**config.mk**
```make
export PLATFORM = sky130hd
export DESIGN_NAME = arp_nexthop_lookup
export DESIGN_NICKNAME = d
export VERILOG_FILES = /design/src/rtl/nf10_router_pkg.sv /design/src/rtl/arp_table_regfile.sv /design/src/rtl/arp_nexthop_lookup.sv
export SDC_FILE = /design/constraint.sdc
export NUM_CORES = 2
export LEC_CHECK = 0
export BUFFER_PORTS_ARGS = -buffer_cell sky130_fd_sc_hd__buf_4
export CAP_MARGIN = 20
export CORE_UTILIZATION = 40
export CTS_CLUSTER_DIAMETER = 150
export DETAILED_ROUTE_END_ITERATION = 10
export GPL_TIMING_DRIVEN = 0
export PLACE_DENSITY = 0.64
export SYNTH_ARGS = -nofsm -noshare
export SYNTH_HDL_FRONTEND = slang
export SYNTH_SLANG_ARGS = --single-unit
```
**constraint.sdc**
```tcl
create_clock -name AXI_ACLK -period 7.94 [get_ports AXI_ACLK]
set_input_delay 1.588 -clock AXI_ACLK [delete_from_list [all_inputs] [get_ports AXI_ACLK]]
set_output_delay 1.588 -clock AXI_ACLK [all_outputs]
set_load 0.005 [all_outputs]
```
**src/rtl/nf10_router_pkg.sv**
```systemverilog
// Shared router types: one-hot output ports, ARP entry layout and
// lookup FSM state encodings.
package nf10_router_pkg;

  localparam logic [7:0] PORT0 = 8'h01;
  localparam logic [7:0] PORT1 = 8'h04;
  localparam logic [7:0] PORT2 = 8'h10;
  localparam logic [7:0] PORT3 = 8'h40;

  localparam int ARP_ENTRY_W = 80;
  localparam logic [31:0] IP_INVALID = 32'd0;

  typedef struct packed {
    logic [47:0] mac;
    logic [31:0] ip;
  } arp_entry_t;

  typedef enum logic [1:0] {
    ST_IDLE   = 2'd0,
    ST_SEARCH = 2'd1,
    ST_DONE   = 2'd2
  } arp_state_t;

  function automatic logic ip_match(
    input arp_entry_t e,
    input logic [31:0] ip
  );
    return (e.ip == ip) && (e.ip != IP_INVALID);
  endfunction

endpackage

```
**src/rtl/arp_table_regfile.sv**
```systemverilog
// ARP table storage: one sync write port, two combinational reads
// (scan index and register-block index).
module arp_table_regfile
  import nf10_router_pkg::*;
#(
  parameter int DEPTH_BITS = 5
) (
  input  logic                  clk,
  input  logic                  rst_n,
  input  logic                  wr_en,
  input  logic [DEPTH_BITS-1:0] wr_addr,
  input  arp_entry_t            wr_data,
  input  logic [DEPTH_BITS-1:0] scan_addr,
  output arp_entry_t            scan_data,
  input  logic [DEPTH_BITS-1:0] rd_addr,
  output arp_entry_t            rd_data
);

  localparam int N = 2 ** DEPTH_BITS;

  arp_entry_t mem [N];

  always_ff @(posedge clk or negedge rst_n) begin
    if (!rst_n) begin
      for (int i = 0; i < N; i++) begin
        mem[i] <= '0;
      end
    end else if (wr_en) begin
      mem[wr_addr] <= wr_data;
    end
  end

  assign scan_data = mem[scan_addr];
  assign rd_data   = mem[rd_addr];

endmodule

```
**src/rtl/arp_nexthop_lookup.sv**
```systemverilog
// Next-hop IPv4 to MAC resolution by sequential scan of the ARP table,
// with hit/miss statistics.
module arp_nexthop_lookup
  import nf10_router_pkg::*;
#(
  parameter int C_S_AXI_DATA_WIDTH = 32,
  parameter int ARP_DEPTH_BITS     = 5
) (
  input  logic                          AXI_ACLK,
  input  logic                          AXI_RESETN,
  input  logic                          lookup_valid,
  output logic                          lookup_ready,
  input  logic [31:0]                   lookup_ip,
  input  logic [7:0]                    lookup_oq,
  output logic                          result_valid,
  input  logic                          result_ack,
  output logic                          arp_hit,
  output logic [47:0]                   dest_mac,
  output logic [C_S_AXI_DATA_WIDTH-1:0] oq_reg,
  input  logic                          tbl_wr_en,
  input  logic [ARP_DEPTH_BITS-1:0]     tbl_addr,
  input  logic [31:0]                   tbl_ip,
  input  logic [C_S_AXI_DATA_WIDTH-1:0] tbl_mac_low,
  input  logic [C_S_AXI_DATA_WIDTH-1:0] tbl_mac_high,
  output logic [31:0]                   tbl_rd_ip,
  output logic [47:0]                   tbl_rd_mac,
  input  logic [C_S_AXI_DATA_WIDTH-1:0] reset,
  output logic [C_S_AXI_DATA_WIDTH-1:0] arp_hit_count,
  output logic [C_S_AXI_DATA_WIDTH-1:0] arp_miss_count
);

  localparam logic [ARP_DEPTH_BITS-1:0] LAST_IDX = '1;
  localparam int PAD_W = C_S_AXI_DATA_WIDTH - 8;

  arp_state_t state;
  logic [ARP_DEPTH_BITS-1:0] idx;
  logic [31:0] cap_ip;
  arp_entry_t wr_entry;
  arp_entry_t scan_entry;
  arp_entry_t rd_entry;
  logic scan_hit;
  logic scan_end;
  logic unused_mac_hi;

  assign wr_entry.ip  = tbl_ip;
  assign wr_entry.mac = {tbl_mac_high[15:0], tbl_mac_low[31:0]};
  assign unused_mac_hi = ^tbl_mac_high[C_S_AXI_DATA_WIDTH-1:16];

  arp_table_regfile #(
    .DEPTH_BITS (ARP_DEPTH_BITS)
  ) u_tbl (
    .clk       (AXI_ACLK),
    .rst_n     (AXI_RESETN),
    .wr_en     (tbl_wr_en),
    .wr_addr   (tbl_addr),
    .wr_data   (wr_entry),
    .scan_addr (idx),
    .scan_data (scan_entry),
    .rd_addr   (tbl_addr),
    .rd_data   (rd_entry)
  );

  assign tbl_rd_ip  = rd_entry.ip;
  assign tbl_rd_mac = rd_entry.mac;

  // Invalid entries never match, so a zero lookup_ip always misses.
  assign scan_hit = ip_match(scan_entry, cap_ip);
  assign scan_end = (state == ST_SEARCH) && (scan_hit || idx == LAST_IDX);

  always_ff @(posedge AXI_ACLK or negedge AXI_RESETN) begin
    if (!AXI_RESETN) begin
      state        <= ST_IDLE;
      idx          <= '0;
      cap_ip       <= '0;
      oq_reg       <= '0;
      arp_hit      <= 1'b0;
      dest_mac     <= '0;
      result_valid <= 1'b0;
      lookup_ready <= 1'b1;
    end else begin
      unique case (state)
        ST_IDLE: begin
          if (lookup_valid) begin
            cap_ip       <= lookup_ip;
            oq_reg       <= {{PAD_W{1'b0}}, lookup_oq};
            idx          <= '0;
            lookup_ready <= 1'b0;
            state        <= ST_SEARCH;
          end
        end
        ST_SEARCH: begin
          if (scan_hit) begin
            arp_hit      <= 1'b1;
            dest_mac     <= scan_entry.mac;
            result_valid <= 1'b1;
            state        <= ST_DONE;
          end else if (idx == LAST_IDX) begin
            arp_hit      <= 1'b0;
            dest_mac     <= '0;
            result_valid <= 1'b1;
            state        <= ST_DONE;
          end else begin
            idx <= idx + 1'b1;
          end
        end
        ST_DONE: begin
          if (result_ack) begin
            result_valid <= 1'b0;
            lookup_ready <= 1'b1;
            state        <= ST_IDLE;
          end
        end
        default: begin
          state        <= ST_IDLE;
          result_valid <= 1'b0;
          lookup_ready <= 1'b1;
        end
      endcase
    end
  end

  // Stats clear wins over a same-cycle increment.
  always_ff @(posedge AXI_ACLK or negedge AXI_RESETN) begin
    if (!AXI_RESETN) begin
      arp_hit_count  <= '0;
      arp_miss_count <= '0;
    end else if (reset == C_S_AXI_DATA_WIDTH'(1)) begin
      arp_hit_count  <= '0;
      arp_miss_count <= '0;
    end else if (scan_end) begin
      if (scan_hit) begin
        arp_hit_count <= arp_hit_count + 1'b1;
      end else begin
        arp_miss_count <= arp_miss_count + 1'b1;
      end
    end
  end

endmodule
```
==> reports/metrics.yaml <==
routing:
  post_drt_wl_per_cell_um: 43.0
  ant_nets: 0
  vias: 107964
  drc: 0
  routed_wl_um: 664000
  drtIter0Drc: 15870
  viasPerCell: 6.98
  dr.pass1.iters: 8
global_routing:
  grt_max_degree: 188
  antenna_found_initial: 85
  grt_pass1_wl_um: 901000
  grt.overflow.total: 0
  grtUsageTotal: 0.367
  grt_pass1_vias: 107468
final_layout:
  stdcell_count: 15464
  syn_to_final_growth_pct: 18.4
  nets: 10567
  largestRegisters: "u_tbl.mem x2560, dest_mac x48"
  regMostFlops: "u_tbl.mem"
  finalInstanceArea_um2: 168000
  drive_gt1_frac: 0.509
  fillers: 30041
  largest_register_ffs: 2560
run_status:
  violations: "negative setup slack"
  status: "finished, violations left"
die:
  die_y_um: 598
  die_area_um2: 357000
  dieWidth_um: 598
  initial_core_util: 0.402
  io_pins: 405
  coreArea_um2: 353000
  rows: 218
flow_run:
  cap_violations: 0
power:
  ir_worst_vdd_mv: 0.269
  power_density_nw_per_um2: 321
  leakage_nw: 71.8
timing:
  fmax_ghz: 0.123
  post-route-period-util: 1.02
  setup_violations: 11
  rsz0062_at_grt: "false"
  fin_crit_ns: 8.12
  fin_worst_skew_ns: 0.0823
  maxSlewHeadroom: 0.0808
  slew_viol_final: 0
  tightestPinTransition_ns: 1.38
  hold_viol_final: 0
  worst_slack_ns: -0.184
synthesis:
  synth_top_area_share: 0.480
  synth_common_cells: "dfrtp_1, mux2_2, mux4_2"
  async_flop_share: 1.00
  yosysUniqueCellTypes: 66
  yosysSeqAreaShare: 0.480
  yosys.cell_count.top_type: "dfrtp_1"
  syn_avg_cell_area_um2: 15.3
  ys_seq_elements: 2722
  syn_area_um2: 142000
  syn-instance-count: 9295
  synth_area_leaders: "dfrtp_1, mux4_2, mux2_2, mux2i_1, a22oi_1"
  synth_top_area_cell: "dfrtp_1"
  synth_edf_count: 0
  yosysWarnings: 0
  ys.flop_type: "dfrtp_1"
clocking:
  root_buffer: "clkbuf_16"
  cts.clk_slew.worst_paths_ns: 0.06
  cts_buffer_depth: 4
  cts_sinks: 2722
  htree_levels: 5
  cts_buffers: 303
  worstSkewPairLatency_ns: 1.01
  cts_tree: "yes"
  ctsHoldBuffers: 0
critical_path:
  cp-end-kind: "flop"
  required_ns: 8.76
  cp_max_fo: 10
  worst_setup_path_start_kind: "flop"
  worstSetupPathType: "reg -> reg"
  cp_data_arrival_time_ns: 8.94
placement:
  place.gp.congestion: 0.979
  io_buffers: 363
  placed_area_um2: 157000
  pre_cts_ws_ns: 0.0987
  place_inst: 14776
  dpl.hpwl_um: 473000
min_path:
  hold_class: "reg -> reg"
logic make-up after synthesis:
kind of cell / count (synthesis) / synth area share
xor+xnor: 37 / 0.00228
mux: 4178 / 0.432
buf+inv: 1018 / 0.0286
fa+ha+maj: 4 / 0.000353
compound gates: 651 / 0.0326
flops: 2722 / 0.480
simple gates: 684 / 0.0244
other cells: 1 / 0.0000264
final timing paths:
kind	start	end	slack [ns]	cells after the start
min in group asynchronous	AXI_RESETN	u_tbl.mem[813]	0.50	1
setup / recovery	idx[4]	dest_mac[45]	-0.18	14
hold reg to reg	oq_reg[7]	oq_reg[7]	0.48	2
setup reg to reg	idx[4]	dest_mac[45]	-0.18	14
hold / removal	oq_reg[7]	oq_reg[7]	0.48	2
max in group asynchronous	AXI_RESETN	u_tbl.mem[469]	3.89	5
metal layers:
layer | vias up | GRT usage | routed length, um
met3 | 2934 | 0.165 | 91900
met5 | - | 0.0170 | 619
met4 | 40 | 0.299 | 65500
li1 | 38479 | - | -
met1 | 56875 | 0.429 | 226000
met2 | 9636 | 0.519 | 280000
power by group:
group | internal, W | switching [W]
Combinational | 0.00936 | 0.0113
Sequential | 0.0166 | 0.00222
Clock | 0.00828 | 0.00623
Total | 0.0342 | 0.0197
cell usage in the layout, fill, tap and decap left out, drive strengths merged, types with 21 or more instances in the layout:
cell	n
o31ai	36
nor2	83
mux4	1301
dfrtp	2721
nor4	21
bufinv	22
mux2	2580
a21oi	77
o22ai	21
o21ai	40
clkbuf	1196
nand2	265
diode	136
nand4	99
conb	24
nand3	50
and3	26
a31oi	25
mux2i	297
clkinv	56
a22oi	392
buf	999
or4	35
worst max-delay path, stage by stage (launching register included):
cell and delay (ns):
dfrtp_1 0.67, clkbuf_1 0.40, clkinv_1 1.08, nand2_2 1.03
a21oi_1 0.19, nor4_1 0.99, xnor2_1 0.39, nand3_1 0.17
a2111o_1 0.46, nor4_2 0.57, buf_6 0.23, nand2_1 0.53
buf_2 0.59, buf_2 0.40, mux2i_1 0.18
stage by stage:
stage          hold WS, ns  total power (W)  TNS [ns]  utilization
2_1_floorplan        0.466           0.0298         0            -
3_3_place_gp         0.472           0.0372         -        0.427
3_5_place_dp         0.470           0.0386         0        0.446
4_1_cts              0.484           0.0529         0        0.474
5_1_grt              0.493           0.0548         0        0.476
6_report             0.482           0.0539     -1.62        0.476
layout make-up:
class                   count  area [um^2]  area share
plain buffers            1011         4250      0.0253
multi-input cells        5578        70000       0.416
well taps                4730         5920      0.0352
repair buffers            762         9680      0.0576
clock inverters            96         1200     0.00711
flip-flops and latches   2722        68100       0.405
clock buffers             422         8600      0.0512
diodes                    136          340     0.00202
inverters                   7         26.3    0.000156
repair_timing:
action / CTS / global route
endpoints found under the setup margin: 0 / 7
resized for setup: 0 / 1
buffers inserted: 0 / 0
Note: power is estimated with default switching activity, not from simulation.
